$ cat config.mk
export PLATFORM = sky130hd
export DESIGN_NAME = manhattan_update_sequencer
export DESIGN_NICKNAME = d
export VERILOG_FILES = /design/src/rtl/manhattan_update_sequencer.sv
export SDC_FILE = /design/constraint.sdc
export NUM_CORES = 1
export LEC_CHECK = 0
export ABC_AREA = 1
export CAP_MARGIN = 10
export CORE_UTILIZATION = 41
export CTS_CLUSTER_DIAMETER = 150
export DETAILED_ROUTE_END_ITERATION = 16
export PLACE_DENSITY = 0.83
export SETUP_SLACK_MARGIN = 0.2
export SYNTH_ARGS = -nofsm -noshare
export SYNTH_HDL_FRONTEND = slang
export SYNTH_SLANG_ARGS = --single-unit
$ cat constraint.sdc
create_clock -name clk -period 1.77 [get_ports clk]
set_input_delay 0.354 -clock clk [delete_from_list [all_inputs] [get_ports clk]]
set_output_delay 0.354 -clock clk [all_outputs]
set_load 0.01 [all_outputs]
$ cat src/rtl/manhattan_update_sequencer.sv
// Walks every weight address: read old weight + error, run the combinational Manhattan updater, write back.
// Latency: 4 cycles per weight, done pulse in cycle 4*NUM_WEIGHTS+1 after start acceptance.
// Backpressure: none; start is ignored while busy, and abort returns to IDLE within one cycle.
module manhattan_update_sequencer #(
    parameter int BIT_WIDTH   = 32,
    parameter int EXTRA_BIT   = 2,
    parameter int NUM_WEIGHTS = 16,
    parameter int ADDR_WIDTH  = 4
) (
    input  logic                            clk,
    input  logic                            rst_n,
    input  logic                            start,
    input  logic                            abort,
    input  logic [BIT_WIDTH+EXTRA_BIT-1:0]  eta,
    output logic                            mem_rd_en,
    output logic [ADDR_WIDTH-1:0]           mem_rd_addr,
    input  logic [BIT_WIDTH+EXTRA_BIT-1:0]  wt_rd_data,
    input  logic [BIT_WIDTH+EXTRA_BIT-1:0]  err_rd_data,
    output logic [BIT_WIDTH+EXTRA_BIT-1:0]  mh_old_weight,
    output logic [BIT_WIDTH+EXTRA_BIT-1:0]  mh_error,
    output logic [BIT_WIDTH+EXTRA_BIT-1:0]  mh_eta,
    output logic                            mh_enable,
    input  logic [BIT_WIDTH+EXTRA_BIT-1:0]  mh_updated_weight,
    output logic                            wt_wr_en,
    output logic [ADDR_WIDTH-1:0]           wt_wr_addr,
    output logic [BIT_WIDTH+EXTRA_BIT-1:0]  wt_wr_data,
    output logic                            busy,
    output logic                            done,
    output logic                            aborted,
    output logic [ADDR_WIDTH:0]             update_count
);

    localparam int W = BIT_WIDTH + EXTRA_BIT;

    localparam logic [2:0] S_IDLE   = 3'd0;
    localparam logic [2:0] S_READ   = 3'd1;
    localparam logic [2:0] S_WAIT   = 3'd2;
    localparam logic [2:0] S_UPDATE = 3'd3;
    localparam logic [2:0] S_WRITE  = 3'd4;
    localparam logic [2:0] S_DONE   = 3'd5;

    localparam logic [ADDR_WIDTH-1:0] LAST_ADDR = ADDR_WIDTH'(NUM_WEIGHTS - 1);

    logic [2:0]            state;
    logic [2:0]            state_nxt;
    logic [ADDR_WIDTH-1:0] addr;
    logic                  walking;
    logic                  abort_hit;
    logic                  start_acc;
    logic                  last_addr;

    assign walking   = (state == S_READ) || (state == S_WAIT) ||
                       (state == S_UPDATE) || (state == S_WRITE);
    assign abort_hit = walking && abort;
    assign start_acc = (state == S_IDLE) && start;
    assign last_addr = (addr == LAST_ADDR);

    always_comb begin
        state_nxt = state;
        case (state)
            S_IDLE:   if (start) state_nxt = S_READ;
            S_READ:   state_nxt = S_WAIT;
            S_WAIT:   state_nxt = S_UPDATE;
            S_UPDATE: state_nxt = S_WRITE;
            S_WRITE:  state_nxt = last_addr ? S_DONE : S_READ;
            S_DONE:   state_nxt = S_IDLE;
            default:  state_nxt = S_IDLE;
        endcase
        // Abort overrides any walk transition; IDLE and DONE never see it.
        if (abort_hit) begin
            state_nxt = S_IDLE;
        end
    end

    always_ff @(posedge clk or negedge rst_n) begin
        if (!rst_n) begin
            state <= S_IDLE;
        end else begin
            state <= state_nxt;
        end
    end

    // addr stops at the last weight rather than wrapping; only a new start clears it.
    always_ff @(posedge clk or negedge rst_n) begin
        if (!rst_n) begin
            addr <= '0;
        end else if (start_acc) begin
            addr <= '0;
        end else if ((state == S_WRITE) && !abort && !last_addr) begin
            addr <= addr + 1'b1;
        end
    end

    always_ff @(posedge clk or negedge rst_n) begin
        if (!rst_n) begin
            mh_eta <= '0;
        end else if (start_acc) begin
            mh_eta <= eta;
        end
    end

    always_ff @(posedge clk or negedge rst_n) begin
        if (!rst_n) begin
            mh_old_weight <= '0;
            mh_error      <= '0;
        end else if ((state == S_WAIT) && !abort) begin
            mh_old_weight <= wt_rd_data;
            mh_error      <= err_rd_data;
        end
    end

    // The updater output is only meaningful while mh_enable is high, i.e. in UPDATE.
    always_ff @(posedge clk or negedge rst_n) begin
        if (!rst_n) begin
            wt_wr_data <= '0;
        end else if ((state == S_UPDATE) && !abort) begin
            wt_wr_data <= mh_updated_weight;
        end
    end

    always_ff @(posedge clk or negedge rst_n) begin
        if (!rst_n) begin
            update_count <= '0;
        end else if (start_acc) begin
            update_count <= '0;
        end else if ((state == S_UPDATE) && !abort && (mh_error != {W{1'b0}})) begin
            update_count <= update_count + (ADDR_WIDTH+1)'(1);
        end
    end

    always_ff @(posedge clk or negedge rst_n) begin
        if (!rst_n) begin
            aborted <= 1'b0;
        end else begin
            aborted <= abort_hit;
        end
    end

    assign mem_rd_en   = (state == S_READ);
    assign mem_rd_addr = addr;
    assign mh_enable   = (state == S_UPDATE);
    // An abort landing in WRITE must kill the strobe in that same cycle.
    assign wt_wr_en    = (state == S_WRITE) && !abort;
    assign wt_wr_addr  = addr;
    assign busy        = (state != S_IDLE);
    assign done        = (state == S_DONE);

endmodule

=== After elaboration in Yosys (flattened, before gate mapping) ===
Index checks and enable logic that the tools add are counted.
W data, S select, Z words.

* Add/subtract/negate cells: 2
* Eq/ne operators: 7
* Mux-type cells: 8
* Reduce and logical (&&, ||, !) cells: 17

{| class="wikitable"
|+ Operators with widths
! operator !! count
|-
| $reduce_bool A34 Y1 || 1
|-
| $pmux W3 S5 || 1
|-
| $mux W5 || 2
|-
| $mux W3 || 3
|-
| $mux W4 || 2
|-
| $logic_and A1 B1 Y1 || 7
|-
| $eq A3 B2 Y1 const B || 2
|-
| $eq A3 B3 Y1 const B || 2
|-
| $add A5 B1 Y5 const B || 1
|-
| $add A4 B1 Y4 const B || 1
|-
| $eq A4 B4 Y1 const B || 1
|-
| $reduce_bool A2 Y1 || 2
|-
| $eq A3 B1 Y1 const B || 1
|-
| $logic_not A3 Y1 || 1
|-
| $logic_or A1 B1 Y1 || 3
|-
| $ne A3 B3 Y1 const B || 1
|-
| $reduce_bool A3 Y1 || 1
|-
| $logic_not A1 Y1 || 2
|}

* Register bits after elaboration: 149
* Bits of input ports: 140
* Output and inout port bits: 155

=== Depth between registers and ports, before layout ===
Gate-level depths: netlist of run 1.

* Word-level depth: 6
* Gate-level depth with buffers: 8

=== Worst setup path before layout of run 1 ===
No wires, ideal clock.

* Kind: register to register
* Start: reg state[1]
* End: reg mh_eta[10]
* Library setup time: 0.125 ns
* Arrival time: 1.303 ns
* Path slack: 0.342 ns
* Cell stages (with the launch flop): 7
* Clock period less this slack: 1.428 ns
* Path through: dfrtp_1 -> nor2_2 -> nand2_2 -> inv_2 -> nand2_4 -> buf_6 -> mux2_4

* Longest elaborated chain between the ends: 2

{| class="wikitable"
|+ Ends and longest elaborated chain
! what !! RTL line !! RTL
|-
| start, declared || 44 || <nowiki>logic [2:0] state;</nowiki>
|-
| start signal, assigned || 79 || <nowiki>state <= state_nxt;</nowiki>
|-
| $logic_not A3 Y1 || 55 || <nowiki>assign start_acc = (state == S_IDLE) && start;</nowiki>
|-
| $logic_and A1 B1 Y1 || 55 ||
|-
| end signal, assigned || 98 || <nowiki>mh_eta <= eta;</nowiki>
|-
| end, declared || 21 || <nowiki>output logic [BIT_WIDTH+EXTRA_BIT-1:0] mh_eta,</nowiki>
|}

No other way between the ends.
A chain may end at the register's enable or synchronous reset.

=== Final worst setup path of run 1 ===
* Start: reg state[1]
* End: out mh_enable

* Longest elaborated chain between the ends: 1

{| class="wikitable"
|+ Ends and longest elaborated chain
! what !! RTL line !! RTL
|-
| $eq A3 B2 Y1 || 141 || <nowiki>assign mh_enable = (state == S_UPDATE);</nowiki>
|-
| end, declared || 22 || <nowiki>output logic mh_enable,</nowiki>
|}

No other way between the ends.

==> impl_metrics.env, run 1 <==
export IMPL_syn_inst=497
export IMPL_cp_required_ns=1.42
export IMPL_synth_top_family_by_area="multiplexers"
export IMPL_start_util=0.421
export IMPL_min_path_type="input port to async pin"
export IMPL_async_reset_ff_frac=1.00
export IMPL_clock_skew_ns=0.00665
export IMPL_grt_antenna_before_repair=0
export IMPL_arrival_ns=1.41
export IMPL_diodes=0
export IMPL_gr_total_overflow=0
export IMPL_via_per_inst=4.90
export IMPL_die_area_um2=15500
export IMPL_relSlewSlack=0.691
export IMPL_setup_viol=0
export IMPL_cts_tree="yes"
export IMPL_syn_to_final_growth_pct=71.1
export IMPL_clk_path_buf_depth=2
export IMPL_num_io_pins=295
export IMPL_period_needed_ns=1.77
export IMPL_crit_path_start_kind="flip-flop"
export IMPL_ys_ff_latch=149
export IMPL_cts_made_buffers=17
export IMPL_grt_usage=0.225
export IMPL_grt_pass1_vias=5308
export IMPL_wl_per_cell_um=17.6
export IMPL_synth_top_cell_area_share=0.608
export IMPL_outcome="finished, final reports clean"
export IMPL_critical_path_class="flip-flop to output pin"
export IMPL_yosys_warnings=0
export IMPL_synth_area_top_cells="dfrtp_1 61%, mux2_4 12%, nand2_1 7.8%, mux2_2 7.5%, nor2_1 2.3%"
export IMPL_grt_pass1_wl_mm=27.4
export IMPL_clk_pin_slew_ns=0.06
export IMPL_syn_cell_area_um2=6140
export IMPL_grt_max_degree=40
export IMPL_detail_route_antenna_nets=0
export IMPL_core_um2=14600
export IMPL_final_nets=983
export IMPL_rsz0062_at_grt="yes"
export IMPL_clk_latency_ns=0.41
export IMPL_vdd_drop_max_mv=0.840
export IMPL_htreeDepth=4
export IMPL_synth_most_common_cell="dfrtp_1"
export IMPL_die_h_um=124
export IMPL_die_w_um=124
export IMPL_muxShareOfSynthArea=0.202
export IMPL_synth_edff_count=0
export IMPL_dr_pass1_iters=6
export IMPL_drcViolationCount=0
export IMPL_synth_simple_area_share=0.129
export IMPL_synth_common_cells="149 x dfrtp_1, 128 x nand2_1, 49 x mux2_4"
export IMPL_fillCellCount=991
export IMPL_cap_violations=0
export IMPL_gp_congestion=0.754
export IMPL_fin_cells=1037
export IMPL_vias=5081
export IMPL_cts_sinks=149
export IMPL_synthAdderAreaFrac=0.00408
export IMPL_place_hpwl_mm=12.1
export IMPL_final_layout_size_suffix_gt1_frac=0.249
export IMPL_postPlaceCellArea_um2=9360
export IMPL_yosysUniqueCellTypes=28
export IMPL_syn_num_nets=639
export IMPL_synth_yosys_seq_area_share=0.608
export IMPL_fin_crit_sh=0.999
export IMPL_synthXorXnorAreaFrac=0.00571
export IMPL_wirelength_mm=18.2
export IMPL_stdcell_area_um2=10500
export IMPL_end_kind="output pin"
export IMPL_post_place_cells=971
export IMPL_hold_viol=0
export IMPL_rows=44
export IMPL_max_freq_ghz=0.566
export IMPL_cts_root_buf="clkbuf_16"
export IMPL_synthFlopType="dfrtp_1"
export IMPL_p_per_area_nw_per_um2=1670
export IMPL_p_leak_uw=0.00537
export IMPL_drt_iter0_drc=216
export IMPL_report_final_slew_viol_count=0
export IMPL_synth_compound_area_frac=0.0106
export IMPL_yosysTopAreaCell="dfrtp_1"
export IMPL_avgSynthCellArea_um2=12.3
export IMPL_worstMarginPinSlew_ns=0.462
export IMPL_port_buffers=294
export IMPL_crit_fanout=3
-- cell type report --
class / instances / area, um2 / area share
sequential: 149 / 3730 / 0.355
clock buffer: 24 / 502 / 0.0478
tap: 184 / 230 / 0.0219
timing repair buffer: 347 / 3410 / 0.325
multi-input combinational: 306 / 2430 / 0.232
inverter: 20 / 95.1 / 0.00906
clock inverter: 7 / 95.1 / 0.00906
-- cells by family after synthesis --
logic type,Yosys count
adders and majority gates,2
AOI/OAI and AO/OA,12
xor gates and xnor gates,4
DFF,149
muxes,94
buffers and inverters,43
and+or+nand+nor,193
-- critical path, stage by stage (launching register included) --
cell and delay, ns:
dfrtp_2 0.41, inv_2 0.06, buf_6 0.12, nor3_4 0.22, buf_2 0.19
-- cells in the final DEF, fill, tap and decap left out, types with 3 or more instances in the layout --
cell type	synthesis	layout
nand3_1	16	10
buf_2	7	3
nand2_1	128	127
mux2_4	49	84
inv_2	5	4
mux2_2	41	10
clkdlybuf4s50_1	0	138
buf_12	0	8
dfrtp_1	149	146
dlygate4sd2_1	0	150
dfrtp_2	0	3
clkbuf_8	0	5
nand3_2	0	6
nor2_1	38	36
buf_8	0	4
nand2_8	0	3
buf_6	8	13
buf_4	5	23
nand4_1	3	3
clkbuf_16	0	23
inv_1	15	13
a21oi_1	9	8
-- path summary, 6_finish.rpt --
check	end	slack, ns	depth (start not counted)	start
hold reg to reg	wt_wr_data[26]	0.48	2	wt_wr_data[26]
max in group asynchronous	mh_old_weight[18]	0.81	3	rst_n
setup / recovery	mh_enable	0.002	4	state[1]
setup reg to reg	mh_eta[0]	0.05	9	state[1]
hold / removal	mh_error[11]	0.40	2	rst_n
min in group clk	wt_wr_data[26]	0.48	2	wt_wr_data[26]
-- power breakdown --
part	switching [uW]	leakage [uW]	internal (uW)
Clock	1350	0.000292	2260
Combinational	3350	0.00327	4580
Sequential	978	0.00180	5020
Total	5680	0.00537	11900
-- per-layer routing --
metal / vias up / GRT usage / part of all wire
met3: 39 / 0.0644 / 0.065
met4: 0 / 0.0879 / 0.025
met5: - / 0 / 0
met2: 234 / 0.406 / 0.52
li1: 2303 / - / -
met1: 2505 / 0.248 / 0.39
-- what timing repair did --
action / CTS / global route
endpoints found under the hold margin: 32 / 0
gates cloned: 0 / 9
resized for setup: 187 / 72
pin swaps: 4 / 12
setup endpoints to repair: 194 / 127
hold buffers: 1 / 0
setup buffers: 10 / 15
-- state kept, by name (all words and copies together), names as in the netlist --
name	cells
wt_wr_data	34
aborted	1
mh_eta	34
mh_old_weight	34
mem_rd_addr	4
update_count	5
mh_error	34
state	3
-- per-stage QoR --
stage                      util  hold WS [ns]  worst slack, ns  TNS [ns]  power (uW)
final                     0.720         0.404          0.00196         0       17500
after global routing      0.720         0.436          -0.0366   -0.0366       18500
after CTS                 0.679         0.401         -0.00175  -0.00175       16600
after detailed placement  0.642         0.279           -0.109     -2.57       13800
after global placement    0.642         0.275          -0.0731     -1.12       13600
after floorplan               -        0.0584            0.342         0        9440
(Power assumes the default switching activity.)
==> run 2: changes to the inputs <==
--- a/config.mk
+++ b/config.mk
@@ -6,7 +6,6 @@
 export NUM_CORES = 1
 export LEC_CHECK = 0
 export ABC_AREA = 1
-export CAP_MARGIN = 10
 export CORE_UTILIZATION = 41
 export CTS_CLUSTER_DIAMETER = 150
 export DETAILED_ROUTE_END_ITERATION = 16
==> results of run 2 <==
No change in the layout: final DEF, timing and power equal those of run 1.
